==> src/rtl/demux_router_pkg.sv <==
`default_nettype none
// ============================================================================
// demux_pkg : shared constants and slot state type for the 1:4 demux router
// Rev 1.0
// ============================================================================
package demux_pkg;

    localparam int NUM_OUT        = 4;
    localparam int SEL_W          = 2;
    localparam int DATA_W_DEFAULT = 64;
    localparam int CNT_W          = 16;

    // ONE stands for "partially occupied" when DEPTH is larger than 2
    typedef enum logic [1:0] {
        EMPTY = 2'd0,
        ONE   = 2'd1,
        FULL  = 2'd2
    } slot_state_e;

endpackage
`default_nettype wire

==> src/rtl/demux_router_if.sv <==
`default_nettype none
// ============================================================================
// demux_router_if : producer-side handshake plus four consumer-side channels
// Optional out_count bundle present when DEMUX_STATS_EN is defined. Rev 1.0
// ============================================================================
interface demux_router_if
    import demux_pkg::*;
#(
    parameter int DATA_W = DATA_W_DEFAULT
) ();

    logic                      in_valid;
    logic                      in_ready;
    logic [SEL_W-1:0]          in_sel;
    logic [DATA_W-1:0]         in_data;
    logic [NUM_OUT-1:0]        out_valid;
    logic [NUM_OUT-1:0]        out_ready;
    logic [NUM_OUT*DATA_W-1:0] out_data;

`ifdef DEMUX_STATS_EN
    logic [NUM_OUT*CNT_W-1:0]  out_count;

    modport slave (
        input  in_valid, in_sel, in_data, out_ready,
        output in_ready, out_valid, out_data, out_count
    );
    modport master (
        output in_valid, in_sel, in_data, out_ready,
        input  in_ready, out_valid, out_data, out_count
    );
`else
    modport slave (
        input  in_valid, in_sel, in_data, out_ready,
        output in_ready, out_valid, out_data
    );
    modport master (
        output in_valid, in_sel, in_data, out_ready,
        input  in_ready, out_valid, out_data
    );
`endif

endinterface
`default_nettype wire

==> src/rtl/demux_router_slot_fifo.sv <==
`default_nettype none
// ============================================================================
// demux_slot_fifo : per-channel slot FIFO with registered head/valid/full
// Rev 1.0
// ============================================================================
module demux_slot_fifo
    import demux_pkg::*;
#(
    parameter int DATA_W = DATA_W_DEFAULT,
    parameter int DEPTH  = 2
) (
    input  wire logic              clk,
    input  wire logic              rst_n,
    input  wire logic              i_push,
    input  wire logic              i_pop,
    input  wire logic [DATA_W-1:0] i_data,
    output logic                   o_full,
    output logic                   o_valid,
    output logic [DATA_W-1:0]      o_head
);

    localparam int PTR_W = (DEPTH > 1) ? $clog2(DEPTH) : 1;
    localparam int OCC_W = $clog2(DEPTH + 1);

    slot_state_e        r_state;
    logic [DATA_W-1:0]  r_mem [DEPTH];
    logic [PTR_W-1:0]   r_rd_ptr;
    logic [PTR_W-1:0]   r_wr_ptr;
    logic [OCC_W-1:0]   r_occ;
    logic [DATA_W-1:0]  r_head;
    logic               r_valid;
    logic               r_full;

    logic               w_push;
    logic               w_pop;
    logic [OCC_W-1:0]   w_occ_next;
    logic [PTR_W-1:0]   w_rd_next;
    logic [PTR_W-1:0]   w_wr_next;
    logic [DATA_W-1:0]  w_head_next;

    assign w_push     = i_push && (r_state != FULL);
    assign w_pop      = i_pop  && (r_state != EMPTY);
    assign w_occ_next = r_occ + OCC_W'(w_push) - OCC_W'(w_pop);
    assign w_rd_next  = (r_rd_ptr == PTR_W'(DEPTH - 1)) ? '0 : r_rd_ptr + 1'b1;
    assign w_wr_next  = (r_wr_ptr == PTR_W'(DEPTH - 1)) ? '0 : r_wr_ptr + 1'b1;

    // Head is kept in its own register so out_data is a clean flop output
    always_comb begin
        w_head_next = r_head;
        if (w_pop) begin
            if (r_occ > OCC_W'(1)) begin
                w_head_next = r_mem[w_rd_next];
            end else if (w_push) begin
                w_head_next = i_data;
            end
        end else if ((r_state == EMPTY) && w_push) begin
            w_head_next = i_data;
        end
    end

    always_ff @(posedge clk) begin
        if (w_push) begin
            r_mem[r_wr_ptr] <= i_data;
        end
    end

    always_ff @(posedge clk) begin
        if (!rst_n) begin
            r_state  <= EMPTY;
            r_rd_ptr <= '0;
            r_wr_ptr <= '0;
            r_occ    <= '0;
            r_head   <= '0;
            r_valid  <= 1'b0;
            r_full   <= 1'b0;
        end else begin
            r_occ  <= w_occ_next;
            r_head <= w_head_next;
            if (w_push) begin
                r_wr_ptr <= w_wr_next;
            end
            if (w_pop) begin
                r_rd_ptr <= w_rd_next;
            end
            unique case (r_state)
                EMPTY: begin
                    if (w_push) begin
                        r_state <= ONE;
                        r_valid <= 1'b1;
                    end
                end
                ONE: begin
                    if (w_push && !w_pop && (w_occ_next == OCC_W'(DEPTH))) begin
                        r_state <= FULL;
                        r_full  <= 1'b1;
                    end else if (w_pop && !w_push && (w_occ_next == '0)) begin
                        r_state <= EMPTY;
                        r_valid <= 1'b0;
                    end
                end
                FULL: begin
                    if (w_pop) begin
                        r_state <= ONE;
                        r_full  <= 1'b0;
                    end
                end
                default: begin
                    r_state <= EMPTY;
                    r_valid <= 1'b0;
                    r_full  <= 1'b0;
                end
            endcase
        end
    end

    assign o_full  = r_full;
    assign o_valid = r_valid;
    assign o_head  = r_head;

endmodule
`default_nettype wire

==> src/rtl/demux_router.sv <==
`default_nettype none
// ============================================================================
// demux_router : 1:4 registered demultiplexer with per-channel slot FIFOs
// DEMUX_STATS_EN adds 16-bit per-channel delivered-word counters. Rev 1.0
// ============================================================================
module demux_router
    import demux_pkg::*;
#(
    parameter int DATA_W = DATA_W_DEFAULT,
    parameter int DEPTH  = 2
) (
    input  wire logic      clk,
    input  wire logic      rst_n,
    demux_router_if.slave  bus
);

    logic [NUM_OUT-1:0] w_full;
    logic [NUM_OUT-1:0] w_valid;
    logic [NUM_OUT-1:0] w_push;
    logic [NUM_OUT-1:0] w_pop;
    logic [DATA_W-1:0]  w_head [NUM_OUT];
    logic               w_in_ready;

    // Ready looks only at registered occupancy, so no ready-to-ready path exists
    assign w_in_ready   = rst_n && !w_full[bus.in_sel];
    assign bus.in_ready = w_in_ready;

    always_comb begin
        w_push = '0;
        if (bus.in_valid && w_in_ready) begin
            w_push[bus.in_sel] = 1'b1;
        end
    end

    assign w_pop         = w_valid & bus.out_ready;
    assign bus.out_valid = w_valid;

    generate
        for (genvar k = 0; k < NUM_OUT; k++) begin : g_slot
            demux_slot_fifo #(
                .DATA_W (DATA_W),
                .DEPTH  (DEPTH)
            ) u_slot (
                .clk     (clk),
                .rst_n   (rst_n),
                .i_push  (w_push[k]),
                .i_pop   (w_pop[k]),
                .i_data  (bus.in_data),
                .o_full  (w_full[k]),
                .o_valid (w_valid[k]),
                .o_head  (w_head[k])
            );
            assign bus.out_data[k*DATA_W +: DATA_W] = w_head[k];
        end
    endgenerate

`ifdef DEMUX_STATS_EN
    logic [CNT_W-1:0] r_count [NUM_OUT];

    always_ff @(posedge clk) begin
        if (!rst_n) begin
            for (int k = 0; k < NUM_OUT; k++) begin
                r_count[k] <= '0;
            end
        end else begin
            for (int k = 0; k < NUM_OUT; k++) begin
                if (w_pop[k]) begin
                    r_count[k] <= r_count[k] + 1'b1;
                end
            end
        end
    end

    generate
        for (genvar k = 0; k < NUM_OUT; k++) begin : g_count
            assign bus.out_count[k*CNT_W +: CNT_W] = r_count[k];
        end
    endgenerate
`endif

endmodule
`default_nettype wire
==> src/flat_wrapper.sv <==
// flat-port wrapper written by rule: the top's interface ports become plain ports
module demux_router_flat import demux_pkg::*;
#(
    parameter int DATA_W = DATA_W_DEFAULT,
    parameter int DEPTH  = 2
)
  (clk, rst_n, bus_in_valid, bus_in_sel, bus_in_data, bus_out_ready, bus_in_ready, bus_out_valid, bus_out_data);
  demux_router_if #(.DATA_W(DATA_W)) bus_i ();
  input  wire logic clk;
  input  wire logic rst_n;
  input wire logic [$bits(bus_i.in_valid)-1:0] bus_in_valid;
  input wire logic [$bits(bus_i.in_sel)-1:0] bus_in_sel;
  input wire logic [$bits(bus_i.in_data)-1:0] bus_in_data;
  input wire logic [$bits(bus_i.out_ready)-1:0] bus_out_ready;
  output wire logic [$bits(bus_i.in_ready)-1:0] bus_in_ready;
  output wire logic [$bits(bus_i.out_valid)-1:0] bus_out_valid;
  output wire logic [$bits(bus_i.out_data)-1:0] bus_out_data;
  assign bus_i.in_valid = bus_in_valid;
  assign bus_i.in_sel = bus_in_sel;
  assign bus_i.in_data = bus_in_data;
  assign bus_i.out_ready = bus_out_ready;
  assign bus_in_ready = bus_i.in_ready;
  assign bus_out_valid = bus_i.out_valid;
  assign bus_out_data = bus_i.out_data;
  demux_router #(.DATA_W(DATA_W), .DEPTH(DEPTH)) u_core (.clk(clk), .rst_n(rst_n), .bus(bus_i));
endmodule
==> config.mk <==
export PLATFORM = sky130hd
export DESIGN_NAME = demux_router_flat
export DESIGN_NICKNAME = d
export VERILOG_FILES = /design/src/rtl/demux_router_pkg.sv /design/src/rtl/demux_router_if.sv /design/src/rtl/demux_router_slot_fifo.sv /design/src/rtl/demux_router.sv /design/src/flat_wrapper.sv
export SDC_FILE = /design/constraint.sdc
export NUM_CORES = 1
export LEC_CHECK = 0
export ABC_AREA = 1
export CAP_MARGIN = 20
export CORE_MARGIN = 2
export CORE_UTILIZATION = 50
export CTS_CLUSTER_SIZE = 20
export DETAILED_ROUTE_END_ITERATION = 8
export PLACE_DENSITY_LB_ADDON = 0.08
export SYNTH_ARGS = -nofsm -noshare
export SYNTH_HDL_FRONTEND = slang
export SYNTH_SLANG_ARGS = --single-unit
==> constraint.sdc <==
create_clock -name clk -period 7.44 [get_ports clk]
set_input_delay 1.488 -clock clk [delete_from_list [all_inputs] [get_ports clk]]
set_output_delay 1.488 -clock clk [all_outputs]
set_load 0.01 [all_outputs]
==> metrics.md <==
| Metric | Value |
|---|---|
| Max Clk Rate | 0.216 GHz |
| Critical path endpoint category | output pin |
| Combinational share of power | 6.4% |
| All-Layer GR Usage | 27.6% |
| Tmin final | roughly 4.6 ns |
| Busiest grt layer | met2 |
| Int Pwr | around 7.5 mW |
| Critical path peak fanout | 9 |
| Sink Count | 800 |
| Netlist cell types | 23 |
| Starting Density | 50.4% |
| Worst-Skew Late Latency | between 0.6 and 0.7 ns |
| Routed via count | 27207 |
| Synth-to-Final Area Change | 18.8% |
| Net Sw Power | 2.19 mW |
| Wire per inst | 19.4 um |
| WP data arrival | 3.14 ns |
| Setup crit start kind | primary input |
| DRT antenna net count | 0 |
| Crit path launch | bus_in_sel[0] |
| Sequential Power Share | 50.2% |
| Final max-slew violation count | 0 |
| Required time of the worst setup path | 5.95 ns |
| Largest net degree at the start of global routing | 186 |
| Dpl cell area | 38200 um2 |
| Synth Warn # | 0 |
| Postcts setup bufs | 0 |
| Residual DRC | 0 |
| Ports | 334 |
| Post-route cell area | 41000 um2 |
| Post-Synthesis Cells | 3934 |
| Final #Nets | 4223 |
| GRT met2 Usage | 44.0% |
| Sw Share | 22.5% |
| Period utilisation layout | slightly above 60% |
| Total power | 9.71 mW |
| Placer Congestion | 0.802 |
| Fin Hold WS | 0.471 ns |
| Worst hold start | u_core.g_slot[1].u_slot.o_full |
| Unrepaired setup endpoints after global routing | no |
| Pleak | 16.4 nW |
| # setup viols final | 0 |
| Crit-path cells | clkdlybuf4s50_1 -> inv_2 -> nand3_1 -> nand3_1 -> nor2_4 -> clkdlybuf4s50_1 |
| Syn_area_per_cell | ~9 um2 |
| Sequential element share of the synthesized area | slightly above 60% |
| CP Buf/Inv Count | 3 |
| Met1 Usage GRT | 38.8% |
| FF-to-FF setup slack | a little over 4 ns |
| Port Buffer Count | 333 |
| Hold Buf Count CTS | 0 |
| Post-Synth XOR/XNOR Area | less than 1% |
| Via/cell ratio | about 5.3 |
| Seq. cell area | 21100 um2 |
| Root Driver | clkbuf_16 |
| Clock Tree Buf Depth | 3 |
| Rel. slew slack | 14.7% |
| Top cell type's share of synthesized area | 44.5% |
| Crit-path max cell delay | 0.60 ns |
| Hold Crit Class | flip-flop to flip-flop |
| CP delay by family, top | buffers and inverters |
| End of the worst hold path | u_core.g_slot[1].u_slot.o_full |
| Synth Area in Simple Gates | 20.9% |
| Htree depth | 3 |
| Hold depth | 2 |
| Total CTS buffers | 85 |
| Die height | approximately 270 um |
| DR iter-0 viols | between 2000 and 3000 |
| Fraction of synthesized area in multiplexers | 0% |
| Clk pin slew, worst setup/hold paths | roughly 0.060 ns |
| TritonCTS clock tree | done |
| Slowest CP cell | clkdlybuf4s50_1 |
| Cell taking the most area after synthesis | edfxtp_1 |
| FILL cells | 6090 |
| Top cells by area, synth | edfxtp_1 45%, dfxtp_1 17%, nand2_1 13% |
| Critical path class | primary input to output pin |
| Pwr dens | around 240 nW/um2 |
| Met3 usage | slightly below 5% |
| Synth Register Bits | 800 |
| Cell Area, Synth | 34500 um2 |
| Final WL | 98700 um |
| Clock share of power | between 40% and 50% |
| Largest family of logic cells by synthesized area | simple AND/OR/NAND/NOR gates |
| Run status | completed |
| Final critical-path setup slack | around 2.8 ns |
| First-pass GRT wire length | around 150000 um |
| Die area | slightly above 70000 um2 |
| DP Wirelength | 57600 um |
| Vias in the first global route | 25362 |
| Worst IR Drop VDD | roughly 220 uV |
| Share of cells above drive strength 1 | approximately 4.9% |
| Adder-Cell Fraction of Synth Area | less than 1% |
| Total gr overflow | 0 |
| Die Wd | 267 um |
| Syn nets | 4019 |
| Reg-to-reg endpoint | u_core.g_slot[2].u_slot.o_head[12] |
| Rows | 96 |
| Fin. Hold Viols | 0 |
| Post-cts resize count | 0 |
| Initial antenna violation count | 5 |
| TNS Setup | 0 ns |
| Multi-input gate area | 10600 um2 |
| Worst reg-to-reg path cell count | 10 |
| Clock Skews | about 0.020 ns |
| Reg2Reg Launch Point | u_core.g_slot[2].u_slot.o_full |
| Core area | 68500 um2 |
| Max Cap Violations | 0 |
| DR pass1 iterations | 5 |
| Measured slew at the worst slew-check pin | 1.28 ns |
| Setup WS pre-CTS | 2.27 ns |
| Post-synthesis compound-gate area fraction | around 8.9% |
layer usage:
| metal | share of wire [%] | up-vias | wire length (um) |
|---|---|---|---|
| met5 | 0.036 | - | 36 |
| met4 | 2.2 | 6 | 2170 |
| met3 | 7.5 | 145 | 7400 |
| met2 | 46 | 952 | 45400 |
| met1 | 44 | 12980 | 43800 |
| li1 | - | 13124 | - |
metrics by stage:
step | std cells | util [%]
after global routing | 5094 | 59.9
after global placement | 4931 | 55.7
after CTS | 5092 | 59.9
final | 5094 | 59.9
after detailed placement | 4933 | 55.8
after floorplan | 3934 | -
cell families after synthesis:
group | after synthesis
compound gates | 610
simple gates | 1811
flops | 800
fa+ha+maj | 12
xor+xnor | 2
buf+inv | 699
synthesized netlist by cell type:
cell	instances
a211oi_1	1
a21oi_1	281
buf_1	18
buf_2	40
buf_4	71
clkbuf_1	129
dfxtp_1	288
edfxtp_1	512
ha_1	12
inv_1	433
inv_2	8
nand2_1	1219
nand3_1	284
nand3_2	4
nand3b_1	2
nand4_1	6
nor2_1	291
nor2_4	1
nor3_1	4
o21ai_0	241
o21ai_1	87
xnor2_1	1
xor2_1	1
worst max-delay path by stage:
stage	endpoint	slack, ns	cells past startpoint
floorplan	u_core.g_slot[0].u_slot.r_mem[0][0]	2.06	5
CTS	bus_in_ready	2.80	6
detailed placement	u_core.g_slot[2].u_slot.o_head[32]	2.27	12
global route	u_core.g_slot[2].u_slot.o_head[33]	2.65	12
global placement	u_core.g_slot[2].u_slot.o_head[15]	2.43	12
finish	bus_in_ready	2.82	6
registers in the layout (all words and copies together) (netlist names):
| register | cells |
|---|---|
| u_core.g_slot.u_slot.o_valid | 4 |
| u_core.g_slot.u_slot.r_wr_ptr | 4 |
| u_core.g_slot.u_slot.r_rd_ptr | 4 |
| u_core.g_slot.u_slot.r_occ | 8 |
| u_core.g_slot.u_slot.r_state | 8 |
| u_core.g_slot.u_slot.r_mem | 512 |
| u_core.g_slot.u_slot.o_full | 4 |
| u_core.g_slot.u_slot.o_head | 256 |
worst register-to-register path, cell delays in order (launching register included):
cell	delay, ns
dfxtp_1	0.34
nand3_1	0.09
nand3_1	0.12
nor2_4	0.21
nand3_1	0.39
ha_1	0.41
nand2_4	0.68
buf_4	0.70
nand3_1	0.19
nand2_1	0.10
nor2_1	0.06
area by class of cell:
class	instances	area share, %
sequential	800	51.6
multi-input combinational	2435	25.8
timing repair buffer	375	9.05
clock buffer	118	6.00
inverter	441	4.04
tap	882	2.69
clock inverter	41	0.794
antenna	2	0.0122
placed cells by master (no fill, tap or decap), drive strengths merged, types with 4 or more instances in the layout:
cell type      count
clkdlybuf4s50    332
nand3            288
nor2             292
nor3               4
buf               42
a21oi            281
ha                12
nand2           1219
edfxtp           512
clkinv            33
nand4              6
bufinv             4
dfxtp            288
inv              444
clkbuf           119
o21ai            328
power groups by stage:
stage               clock (mW)  combinational (mW)  sequential [mW]
floorplan                    0               0.298             4.98
global placement             0               0.614             4.97
CTS                       4.28               0.622             4.87
finish                    4.21               0.622             4.87
detailed placement           0               0.619             4.97
global route              4.44               0.690             4.88
Power figures use the tool's default switching activity.
